**config.mk**
```make
export PLATFORM = sky130hd
export DESIGN_NAME = demux4_dispatch
export DESIGN_NICKNAME = d
export VERILOG_FILES = /design/src/rtl/demux4_pkg.sv /design/src/rtl/demux4_slot.sv /design/src/rtl/demux4_dispatch.sv
export SDC_FILE = /design/constraint.sdc
export NUM_CORES = 1
export LEC_CHECK = 0
export BUFFER_PORTS_ARGS = -buffer_cell sky130_fd_sc_hd__buf_2
export CORE_ASPECT_RATIO = 0.5
export CORE_MARGIN = 2
export CORE_UTILIZATION = 43
export CTS_CLUSTER_SIZE = 14
export DETAILED_ROUTE_END_ITERATION = 10
export GPL_TIMING_DRIVEN = 1
export PLACE_DENSITY = 0.72
export RECOVER_POWER = 100
export REMOVE_ABC_BUFFERS = 1
export SYNTH_ARGS = -nofsm -noshare
export SYNTH_HDL_FRONTEND = slang
export SYNTH_HIERARCHICAL = 1
export SYNTH_SLANG_ARGS = --single-unit
```
**constraint.sdc**
```tcl
create_clock -name clk -period 5.2 [get_ports clk]
set_input_delay 0.78 -clock clk [delete_from_list [all_inputs] [get_ports clk]]
set_output_delay 0.78 -clock clk [all_outputs]
set_load 0.005 [all_outputs]
```
**src/rtl/demux4_pkg.sv**
```systemverilog
// Shared definitions for the 4-way dispatch demux: channel count, slot state
// and destination select encodings.
package demux4_pkg;

   localparam int unsigned NUM_CH = 4;
   localparam int unsigned SEL_W  = 2;

   typedef enum logic {
      EMPTY = 1'b0,
      FULL  = 1'b1
   } slot_state_t;

   localparam logic [SEL_W-1:0] SEL_CH0 = 2'b00;
   localparam logic [SEL_W-1:0] SEL_CH1 = 2'b01;
   localparam logic [SEL_W-1:0] SEL_CH2 = 2'b10;
   localparam logic [SEL_W-1:0] SEL_CH3 = 2'b11;

endpackage

```
**src/rtl/demux4_slot.sv**
```systemverilog
// One-entry channel buffer; a load while FULL replaces the held word.
module demux4_slot
   import demux4_pkg::*;
#(
   parameter int unsigned WIDTH = 8
) (
   input  logic             clk,
   input  logic             rst_n,
   input  logic             load,
   input  logic [WIDTH-1:0] data,
   input  logic             ready,
   output logic             valid,
   output logic [WIDTH-1:0] q
);

   slot_state_t state;

   always_ff @(posedge clk) begin
      if (!rst_n) begin
         state <= EMPTY;
         q     <= WIDTH'(0);
      end else begin
         case (state)
            EMPTY: begin
               if (load) begin
                  state <= FULL;
                  q     <= data;
               end
            end
            FULL: begin
               if (load) begin
                  q <= data;
               end else if (ready) begin
                  state <= EMPTY;
               end
            end
         endcase
      end
   end

   assign valid = (state == FULL);

endmodule

```
**src/rtl/demux4_dispatch.sv**
```systemverilog
// Routes a valid/ready input stream to one of four one-entry output channels
// selected per word, and counts accepted words.
module demux4_dispatch
   import demux4_pkg::*;
#(
   parameter int unsigned WIDTH = 8,
   parameter int unsigned CNT_W = 16
) (
   input  logic             clk,
   input  logic             rst_n,
   input  logic             in_valid,
   output logic             in_ready,
   input  logic [WIDTH-1:0] in_data,
   input  logic [1:0]       in_sel,
   output logic [3:0]       out_valid,
   input  logic [3:0]       out_ready,
   output logic [WIDTH-1:0] out_data0,
   output logic [WIDTH-1:0] out_data1,
   output logic [WIDTH-1:0] out_data2,
   output logic [WIDTH-1:0] out_data3,
   output logic             busy,
   output logic [CNT_W-1:0] xfer_cnt
);

   logic [NUM_CH-1:0] slot_ready;
   logic [NUM_CH-1:0] load;
   logic [NUM_CH-1:0] valid_next;
   logic [WIDTH-1:0]  slot_q [NUM_CH];
   logic              fire;

   // A channel can take a word when empty or when it is being drained now.
   assign slot_ready = ~out_valid | out_ready;
   assign in_ready   = slot_ready[in_sel];
   assign fire       = in_valid & in_ready;

   always_comb begin
      load = '0;
      if (fire) begin
         case (in_sel)
            SEL_CH0: load[0] = 1'b1;
            SEL_CH1: load[1] = 1'b1;
            SEL_CH2: load[2] = 1'b1;
            SEL_CH3: load[3] = 1'b1;
         endcase
      end
   end

   assign valid_next = load | (out_valid & ~out_ready);

   for (genvar k = 0; k < NUM_CH; k++) begin : g_slot
      demux4_slot #(.WIDTH(WIDTH)) u_slot (
         .clk   (clk),
         .rst_n (rst_n),
         .load  (load[k]),
         .data  (in_data),
         .ready (out_ready[k]),
         .valid (out_valid[k]),
         .q     (slot_q[k])
      );
   end

   assign out_data0 = slot_q[0];
   assign out_data1 = slot_q[1];
   assign out_data2 = slot_q[2];
   assign out_data3 = slot_q[3];

   // Busy tracks the next-cycle channel occupancy so it lines up with out_valid.
   always_ff @(posedge clk) begin
      if (!rst_n) begin
         busy     <= 1'b0;
         xfer_cnt <= CNT_W'(0);
      end else begin
         busy <= |valid_next;
         if (fire) begin
            xfer_cnt <= xfer_cnt + CNT_W'(1);
         end
      end
   end

endmodule

```
==> out/summary.md <==
• **outcome** finished, violations left
• **violated checks** max-capacitance violations, max-slew violations
• **residual antenna-violating net count after detailed routing** 0
• **met1 Track Usage GR** 19.6%
• **initial antenna violation count** 0
• **final setup skew** 5.41 ps
• **Final setup viols** 0
• **post-route worst setup slack** 1500 ps
• **endpoint arrival time on the critical path** 3910 ps
• **number of buffers added by the clock tree synthesis step** 5
• **critical path start-end classification** input pin to register
• **Via-to-Cell Ratio** 4.82
• **non-filler instance count after layout** 354
• **total placed cells including tap cells** 346
• **Max Cap Violations** 3
• **number of warnings reported in the yosys synthesis log** 6
• **DP HPWL** 3360 um
• **total vias in the final route** 1708
• **setup repair after global routing missed its margin** false
• **final routed wire length divided by cell count** 13.1 um
• **number of clock sinks** 53
• **maximum level of the CTS H-tree** 2
• **number of fill cells in the layout** 482
• **Overflow after GRT** 0
• **cells along the critical path** clkbuf_1 > mux4_2 > inv_1 > nand2_1 > nor3b_1 > mux2i_1 > nor2b_1
• **endpoint required time on the critical path** 5410 ps
• **most common cell after layout, fill and taps aside** sky130_fd_sc_hd__dfxtp_1
• **tightest slew margin relative to the limit** -21.9%
• **number of port buffers** 70
• **max-slew violation count** 30
• **Root Buffer** sky130_fd_sc_hd__clkbuf_8
• **maximum fanout encountered on the critical timing path** 11
• **synthesized area** 2200 um^2
• **starting utilization of the core area** 44.6%
• **cell with the largest stage delay on the worst path** sky130_fd_sc_hd__nor3b_1
• **Final GP Congestion** 0.809
• **Crit path largest cell delay** 1480 ps
• **Post-Synthesis Cells** 212
• **pin count of the biggest net entering global routing** 44
• **clock transition at the registers of the reported paths** 90 ps
• **Max IR drop VDD** 115 uV
• **met2 GRT Util** 28.9%
• **Yosys top cell area share** 48.2%
• **number of DRC violations after detailed routing** 0
• **Overall Global Routing Usage** 16.5%
• **first-pass iteration count of the detailed router** 4
• **number of setup buffers added after CTS** 0
• **final critical-path required period** 3700 ps
• **Post-layout nets** 301
• **CTS tree** built
• **sequential element share of the synthesized area** 48.2%
• **worst-case hold slack** 490 ps
• **number of antenna cells inserted** 0
• **die width** 105 um
• **core region area** 4930 um^2
• **largest cells by area after synthesis** sky130_fd_sc_hd__dfxtp_1, sky130_fd_sc_hd__mux2i_1, sky130_fd_sc_hd__nor2b_1, sky130_fd_sc_hd__buf_6, sky130_fd_sc_hd__xor2_1
• **endpoint type of the worst setup path** register
• **final count of hold timing violations** 0
• **Initial DRC Count** 42
• **GRT Max-Usage Layer** met2
• **routed wire length** 4640 um
• **cell leakage power** 0.000975 uW
• **count of state elements after synthesis** 53
• **met3 routing resource usage after global routing** 5.83%
• **DIE HEIGHT** 54.6 um
• **area leader, netlist** sky130_fd_sc_hd__dfxtp_1
• **Worst-Skew Late Latency** 310 ps
• **vias in the first global route** 1556
• **count of hold buffers inserted by post-cts repair** 0
• **layout cell share with drive strength beyond 1** 15.5%
• **area growth from synthesis to layout** 18.7%
• **element type at the critical path start** input pin
• **die footprint** 5740 um^2
• **final-layout setup total negative slack** 0 ps
• **Pwr Density** 276 nW/um^2
• **wire length of the first global-routing pass** 7180 um
• **I/O pin count** 71
• **Crit path max-delay family** simple AND/OR/NAND/NOR gates
• **area of all placed cells without fillers** 2610 um^2
• **library cells used by synthesis** 31
• **area of placed instances** 2590 um^2
• **type of the worst min-delay path** register to register
• **maximum clock frequency** 270 MHz
• **leading cell types in the layout, fill and taps excluded** sky130_fd_sc_hd__dfxtp_1, sky130_fd_sc_hd__nor2b_1, sky130_fd_sc_hd__clkbuf_1
• **mean instance size in the synthesized netlist** 10.4 um^2
• **final clock period utilization by the worst path** 71.2%
• **transition time at the pin with the least slew margin** 1820 ps
• **worst slack at placement** 2020 ps
• **Longest Clk Path Bufs** 2
• **CP Buf/Inv Count** 2
• **CTS-repair resized insts** 0
• **row count** 18
-- per-stage QoR --
stage,utilization [%],total power (uW)
final,53.0,720
after global routing,53.0,753
after CTS,54.4,732
after detailed placement,52.6,502
after global placement,52.6,500
after floorplan,-,468
-- state kept, by name, summed over array words and instances, names as in the netlist --
signal and cells:
g_slot.u_slot/q 32, xfer_cnt 16, g_slot.u_slot/valid 4, busy 1
-- final cells by class --
class / instances / area, um^2 / share of cell area [%]
Clock buffer: 6 / 72.6 / 2.78
Multi-Input combinational cell: 148 / 1050 / 40.2
Inverter: 5 / 18.8 / 0.718
Clock inverter: 2 / 15.0 / 0.575
Timing Repair Buffer: 70 / 307 / 11.7
Sequential cell: 53 / 1060 / 40.6
Tap cell: 70 / 87.6 / 3.35
-- tightest hold or removal path, stage by stage, from the launching register on --
cell	delay [ps]
sky130_fd_sc_hd__dfxtp_1	330
sky130_fd_sc_hd__o31ai_1	60
sky130_fd_sc_hd__a21oi_1	60
-- routing by layer --
metal  vias to the layer above  part of all wire (%)
met4                         0                  0.84
met1                       815                    46
met5                         -                     0
met2                        25                    50
li1                        863                     -
met3                         5                   3.7
-- cells in the mapped netlist --
master,instances
sky130_fd_sc_hd__buf_6,5
sky130_fd_sc_hd__nor3_1,4
sky130_fd_sc_hd__a21oi_1,4
sky130_fd_sc_hd__nor4_1,3
sky130_fd_sc_hd__nor2b_4,1
sky130_fd_sc_hd__xor2_1,6
sky130_fd_sc_hd__nand2_1,7
sky130_fd_sc_hd__and4_1,2
sky130_fd_sc_hd__nand3_1,7
sky130_fd_sc_hd__dfxtp_1,53
sky130_fd_sc_hd__nand2b_1,2
sky130_fd_sc_hd__or3_1,1
sky130_fd_sc_hd__o21bai_1,2
sky130_fd_sc_hd__o31ai_1,1
sky130_fd_sc_hd__mux4_2,1
sky130_fd_sc_hd__inv_1,4
sky130_fd_sc_hd__nor3b_1,2
sky130_fd_sc_hd__clkbuf_1,1
sky130_fd_sc_hd__mux2i_1,34
sky130_fd_sc_hd__o21a_1,4
sky130_fd_sc_hd__nor2b_1,39
sky130_fd_sc_hd__nand2_4,1
sky130_fd_sc_hd__inv_2,1
sky130_fd_sc_hd__o21ai_0,1
sky130_fd_sc_hd__nor2_1,12
sky130_fd_sc_hd__and3_1,3
sky130_fd_sc_hd__ha_1,1
sky130_fd_sc_hd__or4_1,1
sky130_fd_sc_hd__nand4_1,5
sky130_fd_sc_hd__nand2_2,1
sky130_fd_sc_hd__xnor2_1,3
-- power breakdown --
| group | switching (uW) | internal (uW) | total [uW] |
|---|---|---|---|
| sequential | 7.35 | 418 | 425 |
| clock | 136 | 95.1 | 231 |
| combinational | 33.6 | 30.4 | 64.1 |
-- worst paths after layout --
check	startpoint	end	slack [ps]	depth (start not counted)
worst max-delay path	in_sel[1]	g_slot[2].u_slot/q[2]	1500	7
worst min-delay path	xfer_cnt[15]	xfer_cnt[15]	490	2
worst min register to register	xfer_cnt[15]	xfer_cnt[15]	490	2
worst max register to register	g_slot[1].u_slot/valid	g_slot[2].u_slot/q[2]	1750	7
-- logic make-up (layout without fill, tap and decap cells) --
family	after synthesis	in the layout	synth area share [%]
multiplexers	35	35	16.5
AND/OR/NAND/NOR	91	91	24.0
AO/OA/AOI/OAI	12	12	3.52
adder cells (fa/ha/maj)	1	1	0.568
buffers and inverters	11	83	3.58
XOR/XNOR	9	9	3.58
flip-flops	53	53	48.2
(Power assumes the default switching activity.)
